**config.mk**
```make
export PLATFORM = sky130hd
export DESIGN_NAME = avalon_mm_pipe_bridge
export DESIGN_NICKNAME = d
export VERILOG_FILES = /design/src/rtl/avalon_mm_pipe_bridge.sv
export SDC_FILE = /design/constraint.sdc
export NUM_CORES = 1
export LEC_CHECK = 0
export ABC_AREA = 1
export CAP_MARGIN = 20
export CORE_AREA = 4 4 106 108
export DETAILED_ROUTE_END_ITERATION = 10
export DIE_AREA = 0 0 110 112
export PLACE_DENSITY = 0.94
export SETUP_SLACK_MARGIN = 0.02
export SYNTH_ARGS = -nofsm -noshare
export SYNTH_HDL_FRONTEND = slang
export SYNTH_SLANG_ARGS = --single-unit
```
**constraint.sdc**
```tcl
create_clock -name clk -period 2.7 [get_ports clk]
set_clock_uncertainty 0.15 [all_clocks]
set_input_delay 0.675 -clock clk [delete_from_list [all_inputs] [get_ports clk]]
set_output_delay 0.675 -clock clk [all_outputs]
set_load 0.05 [all_outputs]
```
**src/rtl/avalon_mm_pipe_bridge.sv**
```systemverilog
// Avalon-MM pipeline bridge: one registered command stage toward the host,
// outstanding-read throttling, and a registered read-response stage.
module avalon_mm_pipe_bridge #(
    parameter int unsigned DATA_W      = 32,
    parameter int unsigned ADDR_W      = 32,
    parameter int unsigned MAX_PENDING = 4
) (
    input  logic                clk,
    input  logic                reset_n,
    // agent side
    input  logic [ADDR_W-1:0]   s_address,
    input  logic [DATA_W/8-1:0] s_byteenable,
    input  logic                s_read,
    input  logic                s_write,
    input  logic [DATA_W-1:0]   s_writedata,
    output logic [DATA_W-1:0]   s_readdata,
    output logic                s_waitrequest,
    output logic                s_readdatavalid,
    // host side
    output logic [ADDR_W-1:0]   m_address,
    output logic [DATA_W/8-1:0] m_byteenable,
    output logic                m_read,
    output logic                m_write,
    output logic [DATA_W-1:0]   m_writedata,
    input  logic [DATA_W-1:0]   m_readdata,
    input  logic                m_waitrequest,
    input  logic                m_readdatavalid,
    output logic                protocol_err
);

    localparam int unsigned BE_W   = DATA_W / 8;
    localparam int unsigned PEND_W = $clog2(MAX_PENDING + 1);
    localparam logic [PEND_W-1:0] PEND_MAX = PEND_W'(MAX_PENDING);

    logic              cmd_valid;
    logic              cmd_is_read;
    logic              cmd_is_write;
    logic [ADDR_W-1:0] cmd_address;
    logic [BE_W-1:0]   cmd_byteenable;
    logic [DATA_W-1:0] cmd_writedata;
    logic [PEND_W-1:0] pending;

    logic issue;
    logic accept;
    logic read_issue;
    logic pend_dec;
    logic rsp_drop;
    logic rsp_take;
    logic both_strobes;

    // Command handshake; s_waitrequest depends only on register state and m_waitrequest
    assign m_read        = cmd_valid & cmd_is_read & (pending < PEND_MAX);
    assign m_write       = cmd_valid & cmd_is_write;
    assign issue         = (m_read | m_write) & ~m_waitrequest;
    assign read_issue    = m_read & ~m_waitrequest;
    assign s_waitrequest = cmd_valid & ~issue;
    assign accept        = (s_read | s_write) & ~s_waitrequest;
    assign both_strobes  = accept & s_read & s_write;

    assign m_address     = cmd_address;
    assign m_byteenable  = cmd_byteenable;
    assign m_writedata   = cmd_writedata;

    // A response with nothing outstanding and nothing in the output stage is stray
    assign pend_dec = s_readdatavalid & (pending != '0);
    assign rsp_drop = m_readdatavalid & (pending == '0) & ~s_readdatavalid;
    assign rsp_take = m_readdatavalid & ~rsp_drop;

    // Command register: load on accept, retire on issue
    always_ff @(posedge clk or negedge reset_n) begin
        if (!reset_n) begin
            cmd_valid      <= 1'b0;
            cmd_is_read    <= 1'b0;
            cmd_is_write   <= 1'b0;
            cmd_address    <= '0;
            cmd_byteenable <= '0;
            cmd_writedata  <= '0;
        end else if (accept) begin
            cmd_valid      <= 1'b1;
            cmd_is_read    <= s_read & ~s_write;
            cmd_is_write   <= s_write;
            cmd_address    <= s_address;
            cmd_byteenable <= s_byteenable;
            cmd_writedata  <= s_writedata;
        end else if (issue) begin
            cmd_valid      <= 1'b0;
        end
    end

    // Outstanding-read counter, saturating at both ends
    always_ff @(posedge clk or negedge reset_n) begin
        if (!reset_n) begin
            pending <= '0;
        end else begin
            case ({read_issue, pend_dec})
                2'b10:   pending <= pending + PEND_W'(1);
                2'b01:   pending <= pending - PEND_W'(1);
                default: pending <= pending;
            endcase
        end
    end

    // Read-response stage; data holds while valid is low
    always_ff @(posedge clk or negedge reset_n) begin
        if (!reset_n) begin
            s_readdatavalid <= 1'b0;
            s_readdata      <= '0;
        end else begin
            s_readdatavalid <= rsp_take;
            if (rsp_take) begin
                s_readdata <= m_readdata;
            end
        end
    end

    // Sticky violation flag
    always_ff @(posedge clk or negedge reset_n) begin
        if (!reset_n) begin
            protocol_err <= 1'b0;
        end else if (both_strobes | rsp_drop) begin
            protocol_err <= 1'b1;
        end
    end

endmodule

```
==> results.md, run 1 <==
* Cell Area, Synth at 0.004583 sq mm
* # resized after CTS at 0
* # fillers at 764
* Initial antenna violation count at 0
* Syn Area/Cell at 9.528 sq um
* Initial DRC Count at 175
* DRC viols at 0
* Clk pwr share at 0.112
* R2R Path Start: pending[2]
* Post-synthesis sequential area ratio at 0.5897
* H-tree Lvls at 3
* Status: completed
* Crit path launch type: flip-flop
* VDD IR max at 0.0006455 V
* Logic pwr share at 0.589
* Pint at 4.356 mW
* Leakage power at 3.345 nW
* Req. time, crit path at 1.88 ns
* Post-route ant nets at 0
* CTS buffer count at 9
* Met3 Routed Length at 753 um
* CP Depth at 3
* Sw frac at 0.5028
* Final hold viol count at 0
* Initial Util at 0.4480
* Type of the tightest min-delay check: in2async
* Post-CTS Hold Fix Bufs at 0
* First-pass GRT wire length at 20.14 mm
* Post-CTS Setup Bufs at 0
* Vias in the first global route at 4184
* Pwr dens at 1267 mW/mm^2
* WL met1 at 4.878 mm
* Placer Congestion at 0.7741
* Die area at 0.01232 sq mm
* RSZ-0062 raised after global routing: no
* Dpl cell area at 0.006703 sq mm
* DR WL/cell at 15.34 um
* Psw at 4.405 mW
* Clk Latency, worst-skew pair at 0.35 ns
* Relative slew slack at 0.5824
* I/O Buffers at 210
* Final Setup Violations at 0
* Root Driver: clkbuf_8
* Post-DP HPWL at 9.355 mm
* Critical path endpoint category: output pin
* Largest delay share family, worst path: buffers and inverters
* Design area at 0.006917 sq mm
* FF-to-FF path depth at 8
* Crit Path Class: reg2out
* Final net count at 791
* Largest net degree at the start of global routing at 61
* P&R area growth vs syn at 50.91%
* Top sig layer: met4
* Syn Nets at 589
* Met2 routed WL at 6.604 mm
* Critical path buffers and inverters at 1
* Yosys warnings at 0
* Worst Setup SP: cmd_valid
* TNS Setup at 0 ns
* Peak fanout along the critical path at 3
* Clock transition at path regs at 0.10 ns
* CP cell instances: nand2_1, nor2_4, clkdlybuf4s50_1
* Routed vias at 3975
* Total Wirelength at 12.64 mm
* Layout cell share with drive strength beyond 1 at 0.09302
* CP arrival at 1.76 ns
* R2R setup slack at 0.67 ns
* Total grt overflow at 0
* Yosys reg bits at 108
* DR pass1 iterations at 4
* # Max-Cap Violations at 0
* Flop pwr share at 0.299
* Diodes inserted at 0
* Yosys cell types at 25
* CTS tree: built
* Syn Inst Count at 481
* Total GRT Usage at 0.2074
* Core area at 0.01023 sq mm
* Period utilization at 0.9556
* Largest stage delay, worst path at 0.83 ns
* F_max at 0.3876 GHz
* CTS max path bufs at 2
* RR Endpoint: pending[2]
* Die height at 112 um
* CTS sink count at 108
* Row cnt at 37
* IO Count at 211
* Slew Viols, Final at 0
* Worst slew pin tran at 0.6265 ns
* Post-DR vias/cell at 4.824
* Period minus WS final at 2.580 ns
* Critical-path top delay cell: clkdlybuf4s50_1
* Chip width at 110 um
cell type report:
| class | count | area (sq um) | share of cell area |
|---|---|---|---|
| inverters | 10 | 37.54 | 0.005427 |
| clock buffers | 9 | 123.9 | 0.01791 |
| repair buffers | 220 | 2242 | 0.3242 |
| well taps | 136 | 170.2 | 0.02460 |
| flip-flops and latches | 108 | 2703 | 0.3907 |
| clock inverters | 7 | 75.07 | 0.01085 |
| multi-input cells | 334 | 1565 | 0.2263 |
Yosys cell counts, drive strengths merged:
master  count  area (sq um)
a21boi      1         11.26
a21oi       2         10.01
buf        29         280.3
dfrtp     108          2703
fa          1         20.02
ha          1         12.51
inv        10         37.54
nand2     248         948.4
nand3      70         480.5
nor2        5         36.29
o21ai       2         13.76
or2         2         12.52
xnor2       1         8.760
xor2        1         8.760
cells in the final DEF (no fill, tap or decap), types with 5 or more instances in the layout:
| cell | Yosys | final |
|---|---|---|
| dfrtp_1 | 108 | 108 |
| buf_12 | 4 | 5 |
| nand3_2 | 26 | 26 |
| clkbuf_8 | 0 | 9 |
| nand3_1 | 44 | 44 |
| inv_1 | 10 | 10 |
| buf_4 | 4 | 6 |
| clkdlybuf4s50_1 | 0 | 208 |
| nand2_1 | 245 | 245 |
stage by stage:
step / util / power (mW) / cells / hold WS (ns) / worst slack [ns]
3_3_place_gp: 0.6551 / 7.682 / 807 / 0.3036 / 0.1019
2_1_floorplan: - / 6.186 / 481 / 0.2294 / 0.3183
3_5_place_dp: 0.6551 / 7.836 / 807 / 0.3081 / 0.03288
5_1_grt: 0.6760 / 9.255 / 824 / 0.2114 / 0.03649
6_report: 0.6760 / 8.761 / 824 / 0.1647 / 0.1199
4_1_cts: 0.6746 / 8.834 / 823 / 0.1784 / 0.09024
routing by layer:
layer  track usage  up-vias
met3       0.03942       32
met1        0.2406     1891
met2        0.3665      147
met5             0        -
met4       0.08978        0
li1              -     1905
flip-flops by register name, summed over array words and instances, names as in the netlist:
signal	flops
s_readdata	32
m_address	32
cmd_is_read	1
pending	3
s_readdatavalid	1
m_byteenable	4
protocol_err	1
cmd_is_write	1
cmd_valid	1
m_writedata	32
power by group through the flow:
stage          clock, mW  combinational, mW  sequential, mW
3_3_place_gp           0               5.07            2.61
5_1_grt             1.08               5.46            2.71
6_report           0.980               5.16            2.62
2_1_floorplan          0               1.49            4.70
4_1_cts             1.01               5.20            2.63
3_5_place_dp           0               5.20            2.64
kinds of logic (layout without fill, tap and decap cells):
kind of cell / Yosys count / in the layout / synth area share
fa+ha+maj: 2 / 2 / 0.007098
compound gates: 5 / 5 / 0.007643
flops: 108 / 108 / 0.5897
buf+inv: 39 / 246 / 0.06934
xor+xnor: 2 / 2 / 0.003823
simple gates: 325 / 325 / 0.3224
how the worst max path moves through the flow:
| stage | end | slack, ns |
|---|---|---|
| after floorplan | s_waitrequest | 0.32 |
| after global placement | pending[2] | 0.10 |
| after detailed placement | pending[2] | 0.03 |
| after CTS | m_read | 0.09 |
| after global routing | m_read | 0.04 |
| final | m_read | 0.12 |
worst reg2reg max path: stages, from the launching register on:
cell     delay (ns)
dfrtp_1        0.41
inv_1          0.10
a21oi_1        0.16
ha_1           0.17
inv_1          0.07
fa_1           0.38
or2_2          0.30
nand2_1        0.08
xor2_1         0.14
Note: power is estimated with default switching activity, not from simulation.
==> run 2, diff against run 1 <==
--- a/config.mk
+++ b/config.mk
@@ -11,7 +11,7 @@
 export DETAILED_ROUTE_END_ITERATION = 10
 export DIE_AREA = 0 0 110 112
 export PLACE_DENSITY = 0.94
-export SETUP_SLACK_MARGIN = 0.02
+export SETUP_SLACK_MARGIN = 0.3
 export SYNTH_ARGS = -nofsm -noshare
 export SYNTH_HDL_FRONTEND = slang
 export SYNTH_SLANG_ARGS = --single-unit
==> results.md, run 2 (synthesized netlist as in run 1, its figures left out) <==
* Final Setup Violations at 0
* R2R Path Start: pending[2]
* Total grt overflow at 0
* Diodes inserted at 0
* Critical-path top delay cell: clkdlybuf4s50_1
* Design area at 0.007088 sq mm
* RSZ-0062 raised after global routing: no
* Largest net degree at the start of global routing at 61
* Crit Path Class: reg2out
* Post-CTS Setup Bufs at 0
* I/O Buffers at 210
* Req. time, crit path at 1.88 ns
* Total Wirelength at 12.97 mm
* Final net count at 791
* Vias in the first global route at 4184
* F_max at 0.4245 GHz
* # fillers at 725
* Clock transition at path regs at 0.10 ns
* DR pass1 iterations at 4
* H-tree Lvls at 3
* # Max-Cap Violations at 0
* Status: completed
* DRC viols at 0
* Clk Latency, worst-skew pair at 0.35 ns
* P&R area growth vs syn at 54.65%
* Placer Congestion at 0.7741
* Relative slew slack at 0.5838
* Critical path endpoint category: output pin
* Total GRT Usage at 0.2074
* Leakage power at 4.212 nW
* Die height at 112 um
* Pwr dens at 1224 mW/mm^2
* Initial DRC Count at 213
* CP cell instances: clkdlybuf4s50_1
* Final hold viol count at 0
* DR WL/cell at 15.74 um
* Largest delay share family, worst path: buffers and inverters
* CTS max path bufs at 2
* Post-CTS Hold Fix Bufs at 0
* CP arrival at 1.53 ns
* Crit path launch type: flip-flop
* Post-DP HPWL at 9.355 mm
* IO Count at 211
* Worst Setup SP: m_writedata[4]
* CTS buffer count at 9
* Routed vias at 3978
* CTS sink count at 108
* CTS tree: built
* Dpl cell area at 0.006703 sq mm
* Critical path buffers and inverters at 1
* TNS Setup at 0 ns
* Worst slew pin tran at 0.6242 ns
* Core area at 0.01023 sq mm
* Type of the tightest min-delay check: in2async
* Most frequent cells in the layout: nand2_1 (245), clkdlybuf4s50_1 (120), dfrtp_1 (108), dlymetal6s2s_1 (75), nand3_1 (44)
* Period utilization at 0.8726
* Chip width at 110 um
* Die area at 0.01232 sq mm
* Initial Util at 0.4480
* Commonest non-fill, non-tap cell in the layout: nand2_1
* Initial antenna violation count at 0
* Peak fanout along the critical path at 2
* Post-route ant nets at 0
* Slew Viols, Final at 0
* First-pass GRT wire length at 20.14 mm
* Layout cell share with drive strength beyond 1 at 0.09593
* Largest stage delay, worst path at 0.80 ns
* Hold_ws at 0.1638 ns
* Root Driver: clkbuf_8
* VDD IR max at 0.0006208 V
* Row cnt at 37
* Post-DR vias/cell at 4.828
* Period minus WS final at 2.356 ns
[run 2: worst paths after layout]
check	end	cells past startpoint	slack, ns
worst max register to register	pending[2]	8	0.67
worst min register to register	m_writedata[24]	2	0.32
min in group clk	m_writedata[24]	2	0.32
worst min-delay path	s_readdata[16]	1	0.16
worst max-delay path	m_writedata[4]	1	0.34
max in group asynchronous	m_writedata[23]	2	1.47
[run 2: repair_timing]
action / in CTS / in global routing
pin swaps: 2 / 0
endpoints found under the hold margin: 0 / 0
endpoints found under the setup margin: 13 / 75
gates resized for setup: 15 / 75
[run 2: final cells by class]
class / instances / area (sq um) / area share
Clock buffer: 9 / 123.9 / 0.01748
Clock inverter: 7 / 75.07 / 0.01059
Inverter: 10 / 37.54 / 0.005296
Multi-Input combinational cell: 334 / 1565 / 0.2208
Sequential cell: 108 / 2703 / 0.3813
Tap cell: 136 / 170.2 / 0.02401
Timing Repair Buffer: 220 / 2414 / 0.3405
[run 2: report_power, final]
part	total (mW)	leakage (nW)	switching (mW)	internal, mW
combinational	5.09	2.80	3.51	1.58
sequential	2.60	1.31	0.348	2.26
clock	0.981	0.104	0.545	0.436
[run 2: routing by layer]
metal | wire length (um) | GRT usage | vias up
met5 | 0 | 0 | -
li1 | - | - | 1905
met2 | 6828 | 0.3665 | 152
met1 | 4846 | 0.2406 | 1889
met3 | 880 | 0.03942 | 32
met4 | 410 | 0.08978 | 0
[run 2: metrics by stage]
step | instances | power (mW) | setup WS, ns | utilization
final | 824 | 8.674 | 0.3440 | 0.6928
after global routing | 824 | 9.162 | 0.3010 | 0.6928
after global placement | 807 | 7.682 | 0.1019 | 0.6551
after CTS | 823 | 8.789 | 0.3004 | 0.6730
after detailed placement | 807 | 7.836 | 0.03288 | 0.6551
after floorplan | 481 | 6.186 | 0.3183 | -
==> run 3, diff against run 2 <==
--- a/config.mk
+++ b/config.mk
@@ -7,10 +7,12 @@
 export LEC_CHECK = 0
 export ABC_AREA = 1
 export CAP_MARGIN = 20
-export CORE_AREA = 4 4 106 108
+export CORE_AREA = 4 4 105 107
+export CTS_BUF_LIST = sky130_fd_sc_hd__clkbuf_2 sky130_fd_sc_hd__clkbuf_4 sky130_fd_sc_hd__clkbuf_8
 export DETAILED_ROUTE_END_ITERATION = 10
-export DIE_AREA = 0 0 110 112
-export PLACE_DENSITY = 0.94
+export DIE_AREA = 0 0 109 111
+export PLACE_DENSITY = 0.95
+export REMOVE_ABC_BUFFERS = 1
 export SETUP_SLACK_MARGIN = 0.3
 export SYNTH_ARGS = -nofsm -noshare
 export SYNTH_HDL_FRONTEND = slang
==> results.md, run 3 (synthesized netlist as in run 1, its figures left out) <==
* Total Wirelength at 13.51 mm
* Critical path buffers and inverters at 1
* Crit path launch type: flip-flop
* Worst slew pin tran at 0.7246 ns
* Die area at 0.01210 sq mm
* H-tree Lvls at 3
* CP arrival at 1.54 ns
* Largest delay share family, worst path: buffers and inverters
* Total grt overflow at 0
* Critical-path top delay cell: clkdlybuf4s50_1
* CTS tree: built
* RR Endpoint: pending[2]
* Clk Latency, worst-skew pair at 0.37 ns
* Clock transition at path regs at 0.12 ns
* Row cnt at 37
* Root Driver: clkbuf_8
* Final net count at 789
* Crit Path Class: reg2out
* CTS sink count at 108
* Post-route ant nets at 0
* Peak fanout along the critical path at 2
* CP cell instances: clkdlybuf4s50_1
* Initial DRC Count at 359
* Pwr dens at 1229 mW/mm^2
* Diodes inserted at 0
* Dpl cell area at 0.006688 sq mm
* DRC viols at 0
* # Max-Cap Violations at 0
* DR WL/cell at 16.43 um
* RSZ-0062 raised after global routing: no
* Chip width at 109 um
* Post-DR vias/cell at 4.971
* Total GRT Usage at 0.2180
* Design area at 0.006964 sq mm
* Leakage power at 3.972 nW
* Status: completed
* Relative slew slack at 0.5158
* Vias in the first global route at 4221
* Slew Viols, Final at 0
* DR pass1 iterations at 5
* Post-DP HPWL at 9.609 mm
* I/O Buffers at 210
* Final hold viol count at 0
* Largest stage delay, worst path at 0.83 ns
* CTS buffer count at 9
* CTS max path bufs at 2
* Total Power at 8.560 mW
* Routed vias at 4086
* F_max at 0.4231 GHz
* FF-to-FF path depth at 8
* Core area at 0.01014 sq mm
* Req. time, crit path at 1.88 ns
* Most frequent cells in the layout: nand2_1 (245), clkdlybuf4s50_1 (119), dfrtp_1 (108), dlymetal6s2s_1 (51), nand3_1 (44)
* Type of the tightest min-delay check: in2async
* R2R Path Start: pending[2]
* Placer Congestion at 0.7405
* Final Setup Violations at 0
* Layout cell share with drive strength beyond 1 at 0.09329
* Commonest non-fill, non-tap cell in the layout: nand2_1
* R2R setup slack at 0.56 ns
* IO Count at 211
* Period minus WS final at 2.364 ns
* First-pass GRT wire length at 20.96 mm
* Initial antenna violation count at 0
* VDD IR max at 0.0007719 V
* Post-CTS Setup Bufs at 0
* Period utilization at 0.8754
* Initial Util at 0.4521
* Largest net degree at the start of global routing at 74
* P&R area growth vs syn at 51.95%
* Die height at 111 um
* Critical path endpoint category: output pin
==> run 3: cell count changes in the layout (fill, tap and decap cells not counted), sizes merged <==
cell / delta
buf: -2
bufinv: -1
clkdlybuf4s50: -1
clkinv: -1
clkinvlp: +1
dlygate4sd2: +25
dlymetal6s2s: -24
inv: +1
==> run 3: how the worst max path moves through the flow <==
stage               slack [ns]  cells after the start             end      startpoint
floorplan                -0.72                      4    m_address[0]          s_read
global placement           0.1                      9      pending[2]   m_waitrequest
detailed placement      -0.008                      9      pending[2]   m_waitrequest
CTS                       0.30                      1   m_address[12]   m_address[12]
global route              0.28                      1  s_readdata[25]  s_readdata[25]
finish                    0.34                      1   m_address[30]   m_address[30]
==> run 3: timing repair <==
action / CTS / global route
pin swaps: 2 / 0
gates resized for setup: 41 / 51
hold buffers: 0 / 0
endpoints found under the setup margin: 38 / 51
==> run 3: stage by stage <==
stage | setup slack, ns | cells | util | hold slack (ns) | TNS, ns
after floorplan | -0.7186 | 452 | - | 0.2294 | -50.88
final | 0.3364 | 822 | 0.6869 | 0.1505 | 0
after CTS | 0.3001 | 821 | 0.6732 | 0.1683 | 0
after global routing | 0.2773 | 822 | 0.6869 | 0.1781 | 0
after detailed placement | -0.008355 | 805 | 0.6596 | 0.3088 | -0.008355
after global placement | 0.09898 | 805 | 0.6596 | 0.3028 | 0
==> run 3: metal layers <==
layer | part of all wire | routed length (um) | global-route usage | vias up
li1 | - | - | - | 1895
met1 | 0.37 | 5041 | 0.2560 | 1959
met2 | 0.49 | 6635 | 0.3632 | 206
met3 | 0.11 | 1506 | 0.07688 | 26
met4 | 0.024 | 325 | 0.08081 | 0
met5 | 0 | 0 | 0 | -
==> run 3: power breakdown <==
part           leakage, nW  internal [mW]  total, mW  switching [mW]
registers             1.31           2.26       2.62           0.362
clock network       0.0921          0.351      0.930           0.579
logic                 2.57           1.47       5.01            3.54
==> run 3: cell type report <==
| cell class | instances | area [sq um] |
|---|---|---|
| inverters | 10 | 40.04 |
| fillers | 731 | 3174 |
| well taps | 136 | 170.2 |
| repair buffers | 218 | 2303 |
| clock buffers | 9 | 123.9 |
| flip-flops and latches | 108 | 2703 |
| multi-input cells | 334 | 1565 |
| clock inverters | 7 | 58.81 |
